## config.mk

```make
export PLATFORM = sky130hd
export DESIGN_NAME = perf_readout
export DESIGN_NICKNAME = d
export VERILOG_FILES = /design/src/rtl/perf_pkg.sv /design/src/rtl/perf_snap_regfile.sv /design/src/rtl/perf_readout.sv
export SDC_FILE = /design/constraint.sdc
export NUM_CORES = 1
export LEC_CHECK = 0
export ABC_AREA = 1
export CAP_MARGIN = 20
export CELL_PAD_IN_SITES_DETAIL_PLACEMENT = 0
export CELL_PAD_IN_SITES_GLOBAL_PLACEMENT = 1
export CORE_AREA = 2 2 193 195
export DETAILED_ROUTE_END_ITERATION = 16
export DIE_AREA = 0 0 195 197
export GPL_TIMING_DRIVEN = 1
export PLACE_DENSITY_LB_ADDON = 0.08
export SLEW_MARGIN = 10
export SYNTH_ARGS = -nofsm -noshare
export SYNTH_HDL_FRONTEND = slang
export SYNTH_SLANG_ARGS = --single-unit
```

## constraint.sdc

```tcl
create_clock -name clk -period 15.7 [get_ports clk]
set_input_delay 3.14 -clock clk [delete_from_list [all_inputs] [get_ports clk]]
set_output_delay 3.14 -clock clk [all_outputs]
set_load 0.05 [all_outputs]
```

## src/rtl/perf_pkg.sv

```systemverilog
// Shared definitions for the performance-counter readout block:
// FSM state encoding and the snapshot sequence-number width.
package perf_pkg;

  typedef enum logic [1:0] {
    IDLE = 2'd0,
    HOLD = 2'd1,
    RESP = 2'd2
  } state_e;

  localparam int PERF_SEQ_W = 8;

endpackage

```

## src/rtl/perf_snap_regfile.sv

```systemverilog
// Snapshot storage: NUM_CNT counter values plus overflow flags, loaded in
// parallel on one edge and read back through an index mux.
module perf_snap_regfile #(
  parameter int NUM_CNT = 8,
  parameter int WIDTH   = 32,
  parameter int AW      = $clog2(NUM_CNT) + 1
) (
  input  logic                     clk,
  input  logic                     rst,
  input  logic                     load,
  input  logic [NUM_CNT*WIDTH-1:0] cnt_val,
  input  logic [NUM_CNT-1:0]       cnt_ovf,
  input  logic [AW-1:0]            rd_idx,
  output logic [WIDTH-1:0]         rd_val,
  output logic                     rd_flag,
  output logic                     rd_in_range
);

  localparam int IW = (NUM_CNT > 1) ? $clog2(NUM_CNT) : 1;
  localparam logic [AW-1:0] NUM_IDX = AW'(NUM_CNT);

  logic [WIDTH-1:0]   vals [NUM_CNT];
  logic [NUM_CNT-1:0] flags;

  always_ff @(posedge clk or posedge rst) begin
    if (rst) begin
      for (int i = 0; i < NUM_CNT; i++) vals[i] <= '0;
      flags <= '0;
    end else if (load) begin
      for (int i = 0; i < NUM_CNT; i++) vals[i] <= cnt_val[i*WIDTH +: WIDTH];
      flags <= cnt_ovf;
    end
  end

  // Out-of-range indices read as zero so the caller only needs the range bit.
  always_comb begin
    rd_in_range = (rd_idx < NUM_IDX);
    rd_val      = '0;
    rd_flag     = 1'b0;
    if (rd_in_range) begin
      rd_val  = vals[rd_idx[IW-1:0]];
      rd_flag = flags[rd_idx[IW-1:0]];
    end
  end

endmodule

```

## src/rtl/perf_readout.sv

```systemverilog
// Atomic snapshot of a bank of performance counters with a registered,
// acknowledge-held read port. Current FSM state is exported on fsm_state.
module perf_readout
  import perf_pkg::*;
#(
  parameter int NUM_CNT = 8,
  parameter int WIDTH   = 32,
  parameter int AW      = $clog2(NUM_CNT) + 1
) (
  input  logic                     clk,
  input  logic                     rst,
  input  logic [NUM_CNT*WIDTH-1:0] cnt_val,
  input  logic [NUM_CNT-1:0]       cnt_ovf,
  input  logic                     snap_req,
  output logic                     snap_ready,
  output logic [PERF_SEQ_W-1:0]    snap_seq,
  input  logic                     rd_req,
  input  logic [AW-1:0]            rd_addr,
  output logic                     rd_gnt,
  output logic                     rd_valid,
  output logic [WIDTH-1:0]         rd_data,
  output logic                     rd_ovf,
  output logic                     rd_err,
  input  logic                     rd_ack,
  output state_e                   fsm_state
);

  // Handshakes: a snapshot is taken on any edge where snap_req & snap_ready;
  // a read is taken on any edge where rd_gnt. The response then holds
  // rd_valid and its payload until an edge with rd_ack (RESP state only).

  state_e             state, state_nxt;
  logic               have_snap;
  logic               snap_take;
  logic [WIDTH-1:0]   sel_val;
  logic               sel_flag;
  logic               sel_in_range;
  logic               resp_ok;

  assign fsm_state  = state;
  assign snap_ready = (state != RESP);
  assign snap_take  = snap_req & snap_ready;
  // Snapshot wins over a read arriving in the same cycle.
  assign rd_gnt     = rd_req & snap_ready & ~snap_req;
  assign resp_ok    = (state == HOLD) & sel_in_range;

  perf_snap_regfile #(
    .NUM_CNT (NUM_CNT),
    .WIDTH   (WIDTH),
    .AW      (AW)
  ) u_regfile (
    .clk         (clk),
    .rst         (rst),
    .load        (snap_take),
    .cnt_val     (cnt_val),
    .cnt_ovf     (cnt_ovf),
    .rd_idx      (rd_addr),
    .rd_val      (sel_val),
    .rd_flag     (sel_flag),
    .rd_in_range (sel_in_range)
  );

  always_comb begin
    state_nxt = state;
    case (state)
      IDLE, HOLD: begin
        if (snap_take)   state_nxt = HOLD;
        else if (rd_gnt) state_nxt = RESP;
      end
      RESP: begin
        if (rd_ack) state_nxt = have_snap ? HOLD : IDLE;
      end
      default: state_nxt = IDLE;
    endcase
  end

  always_ff @(posedge clk or posedge rst) begin
    if (rst) begin
      state     <= IDLE;
      have_snap <= 1'b0;
      snap_seq  <= '0;
    end else begin
      state <= state_nxt;
      if (snap_take) begin
        have_snap <= 1'b1;
        snap_seq  <= snap_seq + 1'b1;
      end
    end
  end

  always_ff @(posedge clk or posedge rst) begin
    if (rst) begin
      rd_valid <= 1'b0;
      rd_data  <= '0;
      rd_ovf   <= 1'b0;
      rd_err   <= 1'b0;
    end else if (rd_gnt) begin
      rd_valid <= 1'b1;
      rd_data  <= resp_ok ? sel_val : '0;
      rd_ovf   <= resp_ok ? sel_flag : 1'b0;
      rd_err   <= ~resp_ok;
    end else if ((state == RESP) && rd_ack) begin
      rd_valid <= 1'b0;
      rd_data  <= '0;
      rd_ovf   <= 1'b0;
      rd_err   <= 1'b0;
    end
  end

endmodule

```

# ---- Word-level counts from Yosys, hierarchy flattened
# Index checks and enable logic that the tools add are counted.
dict set report word_totals {
  ram_bits 0
  latchBits 0
  romBits 0
  in_bits 273
  reg_bits 310
  wordCells 57
  n_memories 0
}
dict set report op_classes {
  add_sub_neg 1
  n_shift 0
  n_reduce_logical 5
  n_eq_ne 5
  multipliers 0
  mux 20
  bitwise_logic 7
  magnitude_cmp 3
  div_mod_pow 0
}
# cell count
set op_table {}
lappend op_table {{2-to-1 mux 32 bit} 6}
lappend op_table {{binary-select mux 32 bit (select 3 bit)} 1}
lappend op_table {{adder 8 x 1 -> 8 bit, second input constant} 1}
lappend op_table {{2-to-1 mux 1 bit} 8}
lappend op_table {{2-to-1 mux 2 bit} 3}
lappend op_table {{bitwise AND 1 bit} 4}
lappend op_table {{>= comparator 4 bit, second input constant} 1}
lappend op_table {{less-than comparator 3 x 4 -> 1 bit, second input constant} 1}
lappend op_table {{less-than comparator 4 bit, second input constant} 1}
lappend op_table {{!= test 2 bit, second input constant} 2}
lappend op_table {{NOT 3 -> 4 bit} 1}
lappend op_table {{one-hot mux 2 bit (2 select lines)} 1}
lappend op_table {{binary-select mux 1 bit (select 3 bit)} 1}
lappend op_table {{!= test 3 bit, second input constant} 1}
lappend op_table {{equality test 2 x 1 -> 1 bit, second input constant} 1}
lappend op_table {{equality test 2 bit, second input constant} 1}
lappend op_table {{zero test 2 bit} 1}
lappend op_table {{NOT 1 bit} 2}
lappend op_table {{AND reduction 2 bit} 1}
lappend op_table {{nonzero test 2 bit} 1}
lappend op_table {{OR reduction 2 bit} 1}
lappend op_table {{logical AND 1 bit} 1}

# ---- Longest topological paths before layout
dict set report depth {
  word_depth 7
  ltp_mapped 10
}

# ---- Cells and area by module
# Synthesis repeated with hierarchy kept, for this count alone.
dict set report hier_totals {
  hier_cells 1957
  hier_area_um2 14868.0
}
# mod cells_per_inst area_each_um2 instances seq_area_each_um2
set modules_own_cells {}
lappend modules_own_cells {perf_snap_regfile 1733 12862.3 1 6606.3}
lappend modules_own_cells {perf_readout 224 2005.7 1 1151.1}

# ---- Worst setup path before layout
# OpenSTA, ideal clock, no wires.
dict set report synth_timing {
  kind {input to output}
  from {input port snap_req}
  to {output port rd_gnt}
  t_required_ps 12560
  arrival_ps 3795
  slack_ps 8765
  path_buffers 0
  stages 3
  cell_sequence {inv_1 > nand2_1 > nor2_2}
}
dict set report synth_via {
  elab_chain_cells 2
}
# item line
set synth_lines {}
lappend synth_lines {{from (decl)} perf_readout.sv:14} ;# input logic snap_req,
lappend synth_lines {{NOT 1 bit} perf_readout.sv:44} ;# assign rd_gnt = rd_req & snap_ready & ~snap_req;
lappend synth_lines {{bitwise AND 1 bit} perf_readout.sv:44}
lappend synth_lines {{to (decl)} perf_readout.sv:19} ;# output logic rd_gnt,
# No other way between the ends.

# ---- Worst setup path after layout
# Same ends and word-level chain as after synthesis.

==> flow_summary.ini <==
[status]
status = finished clean

[placed_design]
port_buffers = 319
hpwl_mm = 29.7
dpl-instance-area_mm2 = 0.0177
gp_congestion = 0.810

[clocking]
clockBufferDepth = 3
cts_resized = 0
cts_inserted_buffers = 36
cts_hold_buf = 0
cts_max_level = 2
clk_latency_ns = 0.52
cts_tree = done
cts_setup_buffers = 0
root_buffer = clkbuf_16
clk_pin_slew_ns = 0.06
clock_sinks = 310

[sta]
slew_headroom = 0.286
maxClockFrequency_mhz = 125
finalMaxSlewViolations = 0
skew_ns = 0.0169
fin_tns_setup_ns = 0
finalHoldViolCount = 0
fin_crit_sh = 0.509
tightest_slew_ns = 1.07
rsz0062_at_grt = no
layout_min_cycle_time_ns = 8.00
setup_viol = 0

[yosys]
async_flop_share = 1.00
yosysSeqAreaShare = 0.540
synthCells = 1879
syn_nets = 2153
yosysWarnings = 0
synthFlopType = dfrtp_1
avgSynthCellArea_um2 = 7.64
netlist_area_mm2 = 0.0144
synth_edf_count = 0
ys_ff_latch = 310
synth_cell_type_count = 24

[setup_path]
path_depth = 5
endpoint_kind = output pin
path_class = primary input to output pin
reg2reg_depth = 7
path_common_cell = clkdlybuf4s50_1
cp.required_ns = 12.56
r2r_setup_slack_ns = 11.63
cp_slowest_cell = clkdlybuf4s50_1
path_buf_inv = 3
crit_fanout = 4
cp.arrival_ns = 4.86
max_stage_delay_ns = 0.85
cp-start-kind = primary input
crit_chain = clkdlybuf4s50_1 > inv_1 > nand2_1 > nor2_2 > clkdlybuf4s50_1
crit_family = buffers and inverters

[drt]
ant_nets = 0
wl_mm = 46.0
wl_per_cell_um = 17.5
drt_iter0_markers = 906
drc = 0
via_per_inst = 4.84
firstDrtPassIters = 4
num_vias = 12700

[run]
drv_cap = 0

[grt]
grt-ovfl-total = 0
grt_max_degree = 196
grt_usage = 0.239
grt_pass1_vias = 12400
antenna_found_initial = 7
grt_pass1_wl_mm = 71.2

[floorplan]
io_pins = 320
rows = 70
core_mm2 = 0.0363
dieArea_mm2 = 0.0384
start_util = 0.396
die_h_um = 197
die_w_um = 195

[power_and_ir_drop]
leakage_nw = 9.33
peakVddDrop_mv = 0.0936
fin_total_pwr_mw = 2.26
powerDensity_mw_per_mm2 = 120

[final_layout]
nets = 2409
area_delta_synth_final_pct = 31.3
layout_commonest_cell = nand2_1
drive_above_1_share = 0.0362
final_cell_mix = 684 x nand2_1, 316 x clkdlybuf4s50_1, 310 x dfrtp_1
final_cell_area_mm2 = 0.0188

[hold_path]
min_path_cells = 2
hold_path.class = register to register
flip-flops by register name, indices dropped and copies added (netlist names):
signal	count
fsm_state	2
have_snap	1
rd_data	32
rd_err	1
rd_ovf	1
rd_valid	1
snap_seq	8
u_regfile.flags	8
u_regfile.vals	256
worst register-to-register path, delay by kind of cell (launching register included):
| family | cells | cell delay, ns |
|---|---|---|
| simple gates | 2 | 0.62 |
| flops | 1 | 0.44 |
| buf+inv | 4 | 2.66 |
| compound gates | 1 | 0.20 |
where the power goes:
group          internal, mW  switching [mW]
sequential            0.914          0.0463
clock                 0.476           0.327
combinational         0.181           0.310
total                  1.57           0.684
stage by stage:
step | hold WS, ns | cells | utilization | worst slack [ns]
floorplan | 0.423 | 1879 | - | 3.99
global placement | 0.445 | 2565 | 0.489 | 7.73
detailed placement | 0.445 | 2565 | 0.489 | 7.71
CTS | 0.460 | 2624 | 0.519 | 7.70
global route | 0.494 | 2628 | 0.520 | 7.60
finish | 0.457 | 2628 | 0.520 | 7.70
cell type report:
class	count	area [um2]
sequential	310	7760
clock inverter	3	15.0
inverter	249	951
antenna	4	10.0
multi-input combinational	1205	5140
tap	468	586
clock buffer	56	1100
timing repair buffer	333	3290
fill	3613	17400
kinds of logic after synthesis:
group / after synthesis / synth area share
compound gates: 237 / 0.0831
fa+ha+maj: 1 / 0.000871
buf+inv: 364 / 0.102
flops: 310 / 0.540
xor+xnor: 4 / 0.00244
simple gates: 963 / 0.271
worst paths after layout:
check                                          from                               to
setup / recovery                           snap_req                           rd_gnt
min in group asynchronous                       rst  u_regfile.vals[174]$_DFFE_PP0P_
setup reg to reg           fsm_state[0]$_DFFE_PP0P_  u_regfile.vals[145]$_DFFE_PP0P_
max in group asynchronous                       rst  u_regfile.vals[100]$_DFFE_PP0P_
hold reg to reg               have_snap$_DFFE_PP0P_            have_snap$_DFFE_PP0P_
hold / removal                have_snap$_DFFE_PP0P_            have_snap$_DFFE_PP0P_
metal layers:
layer	wire length [um]	up-vias	track usage
met4	801	6	0.0645
met3	3090	57	0.0515
li1	-	6286	-
met2	19600	358	0.346
met1	22400	6018	0.360
met5	39	-	0
cell usage after synthesis, types with 4 or more instances:
library cell | count | share of area
o21ai_0 | 221 | 0.077
nor2_1 | 69 | 0.018
buf_2 | 55 | 0.019
nand3_1 | 200 | 0.070
inv_2 | 4 | 0.0010
o21ai_1 | 13 | 0.0045
inv_1 | 245 | 0.064
dfrtp_1 | 310 | 0.54
buf_4 | 5 | 0.0026
nand2_1 | 684 | 0.18
buf_1 | 7 | 0.0018
clkbuf_1 | 46 | 0.012
No activity file was read; power rests on OpenSTA's default activity.
==> variant (same settings) <==
The package constant `PERF_SEQ_W` goes from 8 to 10.
--- a/src/rtl/perf_pkg.sv
+++ b/src/rtl/perf_pkg.sv
@@ -9,5 +9,5 @@
   } state_e;
 
-  localparam int PERF_SEQ_W = 8;
+  localparam int PERF_SEQ_W = 10;
 
 endpackage
Ports: changed (resized snap_seq); port bits go from 320 to 322. The function was not compared with the original's and may differ.
==> variant against the original RTL <==
Area after synthesis grew 3.7%; combinational power grew 3%; worst setup slack gained 0.073 ns; via count grew 0.42%; wire length shrank 1.7%; synthesized cell count grew 3.6%; first-iteration DRC count shrank 8.5%; sequential cell count grew 2; global-route usage shrank 0.40 points; final area grew 3.1%; critical path depth is the same; power grew 4.4%; critical endpoint unchanged; largest cell class unchanged; largest power group unchanged.
==> variant: results (changes against the original RTL) <==
Status
  • Status: finished, final reports clean

Power
  • Peak supply drop: 87.0 uV (-7.0%)
  • LEAKAGE: 9.59 nW (+2.8%)

Global routing
  • GR Layer Usage met3: 5.73% (+0.58 points)
  • Grt met1 use: 36.0% (+0.053 points)
  • M2 GR Usage: 33.1% (-1.5 points)
  • Total GRT Usage: 23.5% (-0.40 points)
  • First-pass GRT wire length: 70.7 mm (-0.65%)
  • Initial antenna violation count: 3 (-4)
  • Vias in the first global route: 12501 (+1.1%)
  • Largest net degree at the start of global routing: 189 (-3.6%)

Critical path
  • RR Endpoint: u_regfile.vals[4]
  • Slowest cell delay on critical path: 0.82 ns (-0.03 ns)
  • Top delay family on crit path: buffers and inverters
  • Critical Path AT: 4.78 ns (-0.08 ns)
  • Reg-to-Reg Start: fsm_state[1]
  • R2r setup slk: 12.27 ns (+0.64 ns)
  • R2R cell count: 7 (unchanged)
  • Worst path slowest cell: clkdlybuf4s50_1
  • Crit-path max FO: 4 (unchanged)

Min path
  • Hold Path End: have_snap
  • Hold path cells: 2 (unchanged)
  • Worst hold start: have_snap

Cells and area
  • Post-Layout Cell Count: 2698 (+2.7%)
  • Layout Nets: 2478 (+2.9%)
  • Largest regs: u_regfile.vals: 256 flops, rd_data: 32 flops, snap_seq: 10 flops
  • Layout cell share with drive strength beyond 1: 6.24% (+2.6 points)

Drt
  • Drt total wl: 45.2 mm (-1.7%)
  • Pre-antenna DRT Iters: 5 (+1)
  • Initial drt markers: 829 (-8.5%)
  • Via density: 4.74 (-2.2%)

Clock network
  • Max clock buf depth: 3 (unchanged)
  • Clock transition at path regs: 0.05 ns
  • CTS root buf: clkbuf_16
  • Worst skew pair latency: 0.53 ns
  • Inserted Clock Buffers: 38 (+5.6%)
  • H-Tree Depth: 2 (unchanged)
  • CTS-repair resized insts: 0 (unchanged)
  • Setup repair bufs after CTS: 0 (unchanged)

Placement
  • Port Buffers: 321 (+0.63%)
  • Hpwl dp: 29.3 mm (-1.5%)
  • Placer congestion estimate: 0.867 (+7.0%)
  • Placed cell count: 2631 (+2.6%)

Timing
  • Clk_skew: 0.0159 ns (-0.000988 ns)
  • Worst Tran Pin Value: 1.02 ns (-0.0556 ns)
  • Final Hold Slack: 0.456 ns (-0.00140 ns)

Logic synthesis
  • Synth warn: 0 (unchanged)
  • Count of cell types in the netlist: 29 (+21%)
  • Dominant synthesized flop cell: dfrtp_1
  • Syn nets: 2221 (+3.2%)
  • Synth area leaders: dfrtp_1 52%, nand2_1 19%, inv_1 4.9%, o21ai_0 4.7%, nor2_1 4.5%
  • Synth top cells by count: 763 x nand2_1, 312 x dfrtp_1, 196 x inv_1, 177 x nor2_1, 141 x o21ai_0
  • Gate Count Post-Synth: 1947 (+3.6%)
  • Sequential fraction of the synthesis area: 52.4% (-1.6 points)
  • Async SR Flop Fraction: 100% (unchanged)
[variant: changes by cell type after synthesis, moves of 28 or more]
cell     unedited run  this run
nor2_1             69       177
o21ai_0           221       141
nand2_1           684       763
nand3_1           200       121
inv_1             245       196
nand3_2             0        30
nand2_2             2        31
o21ai_1            13        41
[variant: area by class of cell]
class / count / area, um^2
fillers: 3563 / 16800
flip-flops and latches: 312 / 7810
multi-input cells: 1321 / 5710
repair buffers: 333 / 3320
clock buffers: 60 / 1190
inverters: 198 / 761
well taps: 468 / 586
clock inverters: 4 / 47.5
diodes: 2 / 5.00
[variant: worst max path at each step]
stage,start,endpoint,slack [ns],cells past startpoint
finish,snap_req,rd_gnt,7.78,5
global route,snap_req,rd_gnt,7.72,5
CTS,snap_req,rd_gnt,7.77,5
detailed placement,snap_req,rd_gnt,7.78,5
global placement,snap_req,rd_gnt,7.78,5
floorplan,rst,fsm_state[0],3.93,1
[variant: per-layer routing]
metal / part of all wire [%] / routed length (um)
met5: 0.024 / 11
met3: 7.1 / 3190
met1: 50 / 22400
met2: 42 / 18800
met4: 1.7 / 777
[variant: metrics by stage]
step           utilization, %  cell area, um^2  worst slack, ns
6_report                 53.6            19400             7.78
5_1_grt                  53.6            19400             7.72
4_1_cts                  53.5            19400             7.77
3_5_place_dp             50.1            18200             7.78
3_3_place_gp             50.1            18200             7.78
2_1_floorplan               -            14900             3.93
[variant: kinds of logic (layout without fill, tap and decap cells)]
logic type	after synthesis	after routing	share of synthesized area (%)
AOI/OAI and AO/OA	185	185	6.31
xor gates and xnor gates	6	6	0.353
adders and majority gates	1	1	0.0840
buffers and inverters	314	595	9.29
DFF	312	312	52.4
other	0	2	0
and+or+nand+nor	1129	1129	31.5
[variant: tightest hold or removal path: stages, from the launching register on]
cell and delay [ns]:
dfrtp_1 0.32, inv_1 0.05, nand2_1 0.05
[variant: power by group]
part	switching, mW	internal, mW
clock network	0.339	0.532
logic	0.319	0.190
registers	0.0536	0.921
